[config.mk]
export PLATFORM = sky130hd
export DESIGN_NAME = debug_event_queue
export DESIGN_NICKNAME = d
export VERILOG_FILES = /design/src/rtl/debug_event_queue.sv
export SDC_FILE = /design/constraint.sdc
export NUM_CORES = 1
export LEC_CHECK = 0
export BUFFER_PORTS_ARGS = -buffer_cell sky130_fd_sc_hd__buf_2
export CORE_MARGIN = 2
export CORE_UTILIZATION = 60
export CTS_CLUSTER_DIAMETER = 30
export DETAILED_ROUTE_END_ITERATION = 8
export PLACE_DENSITY = 0.79
export REMOVE_ABC_BUFFERS = 1
export SLEW_MARGIN = 30
export SYNTH_ARGS = -nofsm -noshare
export SYNTH_HDL_FRONTEND = slang
export SYNTH_SLANG_ARGS = --single-unit
[constraint.sdc]
create_clock -name clk -period 6.6 [get_ports clk]
set_input_delay 0.99 -clock clk [delete_from_list [all_inputs] [get_ports clk]]
set_output_delay 0.99 -clock clk [all_outputs]
set_load 0.03 [all_outputs]
[src/rtl/debug_event_queue.sv]
// Event FIFO feeding the debug serial sender. It buffers 40-bit tag/payload events
// and hands them out one word at a time with a latch pulse, paced by the sender's busy line.
module debug_event_queue #(
    parameter int DEPTH       = 8,
    parameter int AW          = 3,
    parameter int ACK_TIMEOUT = 255
) (
    input  logic          clk,
    input  logic          reset,
    input  logic          ev_valid,
    input  logic [7:0]    ev_tag,
    input  logic [31:0]   ev_data,
    input  logic          sender_busy,
    output logic [39:0]   out_data,
    output logic          out_latch,
    output logic [AW:0]   level,
    output logic [7:0]    drop_count,
    output logic          sender_timeout
);

    localparam int            CW          = (ACK_TIMEOUT > 0) ? $clog2(ACK_TIMEOUT + 1) : 1;
    localparam logic [CW-1:0] TIMEOUT_MAX = CW'(ACK_TIMEOUT);
    localparam logic [AW:0]   FULL_LEVEL  = (AW + 1)'(DEPTH);

    typedef enum logic [1:0] {
        IDLE,
        WAIT_RISE,
        WAIT_FALL
    } state_e;

    state_e         state_q;
    logic [39:0]    mem_q [DEPTH];
    logic [AW-1:0]  wr_ptr_q, wr_ptr_d;
    logic [AW-1:0]  rd_ptr_q, rd_ptr_d;
    logic [AW:0]    level_q, level_d;
    logic [7:0]     drop_q, drop_d;
    logic           busy_meta_q, busy_s_q;
    logic [CW-1:0]  cnt_q;
    logic [39:0]    out_data_q;
    logic           out_latch_q;
    logic           timeout_q;
    logic           rd_en;
    logic           wr_en;

    assign rd_en = (state_q == IDLE) && (level_q != '0) && !busy_s_q;
    // A full FIFO still takes a write in the same cycle its head is popped.
    assign wr_en = ev_valid && ((level_q != FULL_LEVEL) || rd_en);

    // NOTE: every signal gets a default at the top of always_comb so no latch is inferred.
    always_comb begin
        wr_ptr_d = wr_ptr_q;
        rd_ptr_d = rd_ptr_q;
        level_d  = level_q;
        drop_d   = drop_q;
        if (wr_en) wr_ptr_d = wr_ptr_q + AW'(1);
        if (rd_en) rd_ptr_d = rd_ptr_q + AW'(1);
        case ({wr_en, rd_en})
            2'b10:   level_d = level_q + (AW + 1)'(1);
            2'b01:   level_d = level_q - (AW + 1)'(1);
            default: level_d = level_q;
        endcase
        if (ev_valid && !wr_en && (drop_q != 8'hFF)) drop_d = drop_q + 8'd1;
    end

    // NOTE: sequential state uses non-blocking assignments so all flops update together.
    always_ff @(posedge clk) begin
        if (reset) begin
            wr_ptr_q <= '0;
            rd_ptr_q <= '0;
            level_q  <= '0;
            drop_q   <= '0;
        end else begin
            wr_ptr_q <= wr_ptr_d;
            rd_ptr_q <= rd_ptr_d;
            level_q  <= level_d;
            drop_q   <= drop_d;
        end
    end

    // NOTE: storage is not reset; the pointers and level alone define which entries are valid.
    always_ff @(posedge clk) begin
        if (wr_en) mem_q[wr_ptr_q] <= {ev_tag, ev_data};
    end

    always_ff @(posedge clk) begin
        if (reset) begin
            busy_meta_q <= 1'b0;
            busy_s_q    <= 1'b0;
        end else begin
            busy_meta_q <= sender_busy;
            busy_s_q    <= busy_meta_q;
        end
    end

    // Handshake FSM: the word is popped at latch time and never resent, even after a timeout.
    always_ff @(posedge clk) begin
        if (reset) begin
            state_q     <= IDLE;
            cnt_q       <= '0;
            out_data_q  <= '0;
            out_latch_q <= 1'b0;
            timeout_q   <= 1'b0;
        end else begin
            out_latch_q <= 1'b0;
            case (state_q)
                IDLE: begin
                    if (rd_en) begin
                        out_data_q  <= mem_q[rd_ptr_q];
                        out_latch_q <= 1'b1;
                        cnt_q       <= '0;
                        state_q     <= WAIT_RISE;
                    end
                end
                WAIT_RISE: begin
                    if (busy_s_q) begin
                        state_q <= WAIT_FALL;
                    end else if (cnt_q == TIMEOUT_MAX) begin
                        timeout_q <= 1'b1;
                        state_q   <= IDLE;
                    end else begin
                        cnt_q <= cnt_q + CW'(1);
                    end
                end
                WAIT_FALL: begin
                    if (!busy_s_q) state_q <= IDLE;
                end
                default: state_q <= IDLE;
            endcase
        end
    end

    assign out_data       = out_data_q;
    assign out_latch      = out_latch_q;
    assign level          = level_q;
    assign drop_count     = drop_q;
    assign sender_timeout = timeout_q;

endmodule

# == After elaboration in Yosys (flattened, before gate mapping) ==
# Memory sizes are Yosys's and may differ from the RTL's. A register that Yosys moved wholly into a read port is not among the register bits.
# Index checks and enable logic that the tools add are counted.
# word_totals
word_cells,61
n_memories,1
input_bits,44
register_bits,32
output_inout_bits,54
ramBits,320
# classes
n_mux,13
n_reduce_logical,17
bitwise_logic,2
eq_ne,12
add_sub_neg,6
# memory_table
memory,depth,word_bits,read_ports,rd_clocked_by_memory_dff,wr,line_no,text
mem_q,8,40,1,1,1,32,logic [39:0] mem_q [DEPTH];
# op_table
operator,count
2-to-1 mux 8 bit,3
adder 8 x 1 -> 8 bit (second input constant),2
case mux 8 bit (2 select lines),1
== test 8 bit (second input constant),1
2-to-1 mux 2 bit,4
inequality test 2 bit (second input constant),4
inequality test 8 bit (second input constant),1
case mux 4 bit (2 select lines),1
adder 3 x 1 -> 3 bit (second input constant),2
case mux 2 bit (3 select lines),1
AND reduction 3 bit,2
logical AND 1 bit,5
adder 4 x 1 -> 4 bit (second input constant),1
== test 2 x 1 -> 1 bit (second input constant),2
== test 2 bit (second input constant),2
inequality test 4 bit (second input constant),1
AND reduction 4 bit,1
nonzero test 2 bit,2
nonzero test 4 bit,1
subtractor 4 x 1 -> 4 bit (second input constant),1
2-to-1 mux 1 bit,3
inequality test 3 bit (second input constant),1
logical NOT 1 bit,2
logical NOT 2 bit,1
4 further kinds,5

# == Longest topological paths before layout ==
# depth
word_depth,8
mapped_depth,10
ltp_nobuf,9

# == Worst setup path before layout ==
# Ideal clock, no wire load.
# synth_path
kind,input port to flip-flop
start,in ev_valid
end,mem mem_q[0][0] (enable)
arrival_time_ns,4.429
path_stages,4
setup_ns,0.487
t_required_ns,6.113
slack_ns,1.684
cell_sequence,clkbuf_1 -> o21ai_2 -> or2_2 -> nor3_1
# synth_between
elab_chain_cells,3
# synth_rtl
element,line_no,text
start: declaration,10,"input logic ev_valid,"
logical AND 1 bit,47,assign wr_en = ev_valid && ((level_q != FULL_LEVEL) || rd_en);
2-to-1 mux 1 bit,82,"if (wr_en) mem_q[wr_ptr_q] <= {ev_tag, ev_data};"
2-to-1 mux 1 bit (not written as such),82,
end: declaration,32,
# Every way passes these cells.

# == Worst setup path after layout ==
# layout_path
start,reg state_q[1]
end,reg level_q[3] (netlist: level[3])
# layout_between
elab_chain_cells,7
elab_cells_between_ends,9
# layout_rtl
element,line_no,text
start: declaration,31,state_e state_q;
start signal: assignment,98,state_q <= IDLE;
start signal: assignment,111,state_q <= WAIT_RISE;
start signal: assignment,116,state_q <= WAIT_FALL;
logical NOT 2 bit *,45,assign rd_en = (state_q == IDLE) && (level_q != '0) && !busy_s_q;
logical AND 1 bit * (2 in series),45,
logical OR 1 bit,47,
logical AND 1 bit,47,
== test 2 x 1 -> 1 bit / == test 2 bit (equally long branches),57,"case ({wr_en, rd_en})"
case mux 4 bit (2 select lines) / nonzero test 2 bit (equally long branches),-,
end signal: assignment,75,level_q <= level_d;
end: declaration,35,"logic [AW:0] level_q, level_d;"
# Every way passes the cells marked *; elsewhere a longest branch is shown, timed or not.
# A chain may end at the register's enable or synchronous reset.

==> impl_results.md <==
* Worst Setup SP: state_q[1]$_SDFFE_PP0P_
* Register Area at 11100 um2
* Crit path to: level[3]$_SDFFE_PP0P_
* Reg clk slew, reported paths at 0.05 ns
* Status: finished, final reports clean
* Final Cycle Share at 47.3%
* Fill count at 1382
* Period minus WS final at 3.12 ns
* GR Overflow Total at 0
* Skew final at 0.0142 ns
* Largest family of logic cells by synthesized area: multiplexers
* Async SR Flop Fraction at 0%
* First-pass GRT wire length at 48.7 mm
* Final setup vio count at 0
* CTS Sinks at 392
* Hold Slack at 0.466 ns
* H-tree levels at 3
* CTS Hold Bufs at 0
* Area of the core at 24400 um2
* Main synth FF type: edfxtp_1
* Vias post-DR at 7835
* Fin. max-slew vios at 0
* Reg-to-reg slack, setup at 3.48 ns
* Post-synth EDFFs at 320
* Max cap viols at 0
* WS Path Type: flip-flop to flip-flop
* Wirelength, routed at 31.1 mm
* NumNets Final at 982
* Multi-input logic area at 3710 um2
* Peak Freq at 320 MHz
* Total track usage at 24.8%
* Initial DRC Count at 813
* Synth warn at 0
* Synth top area cells: edfxtp_1, mux4_2, dfxtp_1
* Simple-gate share of the synthesized area at 4.25%
* Number of distinct library cells after synthesis at 53
* DP Worst Slack at 3.52 ns
* Mapped Area at 14900 um2
* Crit start category: flip-flop
* Postcts setup bufs at 0
* Yosys reg bits at 392
* XOR/XNOR Fraction of Synth Area at 0.352%
* Complex-gate fraction of the synthesized area at 3.82%
* Crit path DAT at 3.60 ns
* Yosys top cell by area: edfxtp_1
* Top cell type's share of synthesized area at 64.4%
* Layout cells sized above 1 at 33.7%
* Area growth syn-to-layout at 21.9%
* Fin. Hold Viols at 0
* Total power at 7.80 mW
* I/O Pins at 98
* Rel. slew slack at 38.3%
* Required time worst endpoint at 7.07 ns
* Final WS setup at 3.48 ns
* Worst hold path type: flip-flop to flip-flop
* VDD IR max at 0.502 mV
* DP Wirelength at 16.5 mm
* Die height at 162 um
* Vias in the first global route at 8409
* Post-synthesis sequential area ratio at 74.1%
* Final setup TNS at 0 ns
* Worst-Margin Slew at 0.926 ns
* CP max FO at 88
* RSZ-0062 raised after global routing: no
* Die area at 26100 um2
* CTS buffer count at 68
* Die X at 162 um
* Initial Utilization at 61.2%
* Synth Area in Adders at 0.637%
* Largest net degree at the start of global routing at 89
* Routability congestion estimate from global placement at 0.793
* CP endpoint kind: flip-flop
* FF-to-FF Start: state_q[1]$_SDFFE_PP0P_
* # DRC at 0
* Clock Latency Late Sink at 0.56 ns
* Std-Cell Rows at 57
* Gate Count Post-Synth at 790
* Final Cell Area at 18200 um2
* PD cells at 429 nW/um2
* RR Endpoint: level[3]$_SDFFE_PP0P_
* CTS-repair resized insts at 0
* DRT Pass-1 Iters at 5
* Leakage power at 6.13 nW
* CTS tree: yes
* FF-to-FF path depth at 10
* Vias/cell at 5.97
* Initial antenna violation count at 1
* Syn avg cell area at 18.9 um2
* Clock buffer depth at 3
* # port buffers at 97
* Wire per inst at 23.7 um
* Mux cell area share after synthesis at 15.4%
* CTS root buf: clkbuf_16
* Final ANT Viol Nets at 0
* DP Area at 15800 um2
critical path, cell delays in order, from the launching register on:
cell,delay [ns]
dfxtp_1,0.34
or3_1,0.50
nor2_4,0.14
buf_4,0.70
nand2_1,0.24
inv_2,0.15
ha_1,0.28
a21oi_1,0.24
a211oi_1,0.11
nand3b_1,0.17
a31oi_1,0.16
stage by stage:
step	utilization (%)	std cells
after global routing	74.5	1311
final	74.5	1312
after detailed placement	64.8	1184
after global placement	64.8	1184
after floorplan	-	748
after CTS	74.4	1310
power breakdown:
part	internal, mW	switching (mW)	total [mW]
registers	2.85	0.157	3.01
logic	0.515	0.741	1.26
clock network	2.30	1.24	3.54
placed cells by master, fill, tap and decap left out, types with 3 or more instances in the layout:
master,netlist,routed
edfxtp_1,320,320
buf_2,20,97
mux4_2,80,80
dfxtp_1,72,69
clkbuf_16,0,68
nor2_1,59,53
mux2i_1,47,47
a211oi_1,41,41
a21oi_1,15,15
buf_4,1,15
nand2_1,13,13
nand3_1,13,13
clkbuf_1,18,11
inv_6,0,10
bufinv_16,0,9
nor2_4,2,8
clkinv_2,0,8
o21ai_0,7,7
clkinvlp_4,0,7
inv_1,6,6
or3_1,6,6
nand2b_1,6,6
ha_1,6,6
clkinv_4,0,5
and3_1,4,4
xor2_1,4,4
nor3_1,6,4
nor3_2,1,3
o211ai_1,3,3
nand4_1,3,3
o2111ai_1,3,3
clkinv_8,0,3
dfxtp_4,0,3
synth_stat cells, types with 2 or more instances:
| library cell | instances |
|---|---|
| a211oi_1 | 41 |
| or2_2 | 2 |
| buf_1 | 3 |
| or3_1 | 6 |
| mux2_4 | 2 |
| nand3_1 | 13 |
| buf_2 | 20 |
| nor2_1 | 59 |
| mux2i_1 | 47 |
| nand4_1 | 3 |
| ha_1 | 6 |
| a21oi_1 | 15 |
| edfxtp_1 | 320 |
| o2111ai_1 | 3 |
| xnor2_1 | 2 |
| nand2b_1 | 6 |
| nor3_1 | 6 |
| inv_1 | 6 |
| nand2_1 | 13 |
| clkbuf_1 | 18 |
| nor2b_1 | 2 |
| mux4_2 | 80 |
| and3_1 | 4 |
| dfxtp_1 | 72 |
| xor2_1 | 4 |
| o211ai_1 | 3 |
| nor2_4 | 2 |
| o21ai_0 | 7 |
how the worst min path moves through the flow:
stage | from | end | slack (ns) | cells past startpoint
after CTS | busy_meta_q$_SDFF_PP0_ | busy_s_q$_SDFF_PP0_ | 0.47 | 1
after floorplan | busy_meta_q$_SDFF_PP0_ | busy_s_q$_SDFF_PP0_ | 0.41 | 1
final | sender_timeout$_SDFFE_PP0P_ | sender_timeout$_SDFFE_PP0P_ | 0.47 | 2
after global placement | sender_timeout$_SDFFE_PP0P_ | sender_timeout$_SDFFE_PP0P_ | 0.44 | 2
after detailed placement | sender_timeout$_SDFFE_PP0P_ | sender_timeout$_SDFFE_PP0P_ | 0.46 | 2
after global routing | busy_meta_q$_SDFF_PP0_ | busy_s_q$_SDFF_PP0_ | 0.48 | 1
flip-flops by register name (all words and copies together), names as in the netlist:
signal and flops:
state_q 2, busy_meta_q 1, out_latch 1, level 4
sender_timeout 1, rd_ptr_q 3, out_data 40, mem_q 320
cnt_q 8, wr_ptr_q 3, busy_s_q 1, drop_count 8
kinds of logic (layout without fill, tap and decap cells):
logic type,Yosys count,in the layout
flops,392,392
compound gates,81,81
other cells,0,1
mux,129,129
xor+xnor,6,6
fa+ha+maj,7,7
buf+inv,49,246
simple gates,126,126
routing by layer:
layer / GRT usage [%] / up-vias / wire, um
met3: 4.85 / 66 / 1630
met2: 41.7 / 248 / 16000
met4: 9.41 / 2 / 850
li1: - / 3503 / -
met5: 0 / - / 15
met1: 32.7 / 4016 / 12500
cell type report:
| type | instances | area share [%] |
|---|---|---|
| Clock inverter | 46 | 3.25 |
| Multi-Input combinational cell | 349 | 20.4 |
| Clock buffer | 80 | 9.66 |
| Antenna cell | 1 | 0.0138 |
| Inverter | 7 | 0.145 |
| Sequential cell | 392 | 60.9 |
| Timing Repair Buffer | 113 | 3.44 |
| Tap cell | 324 | 2.23 |
No activity file was read; power rests on OpenSTA's default activity.
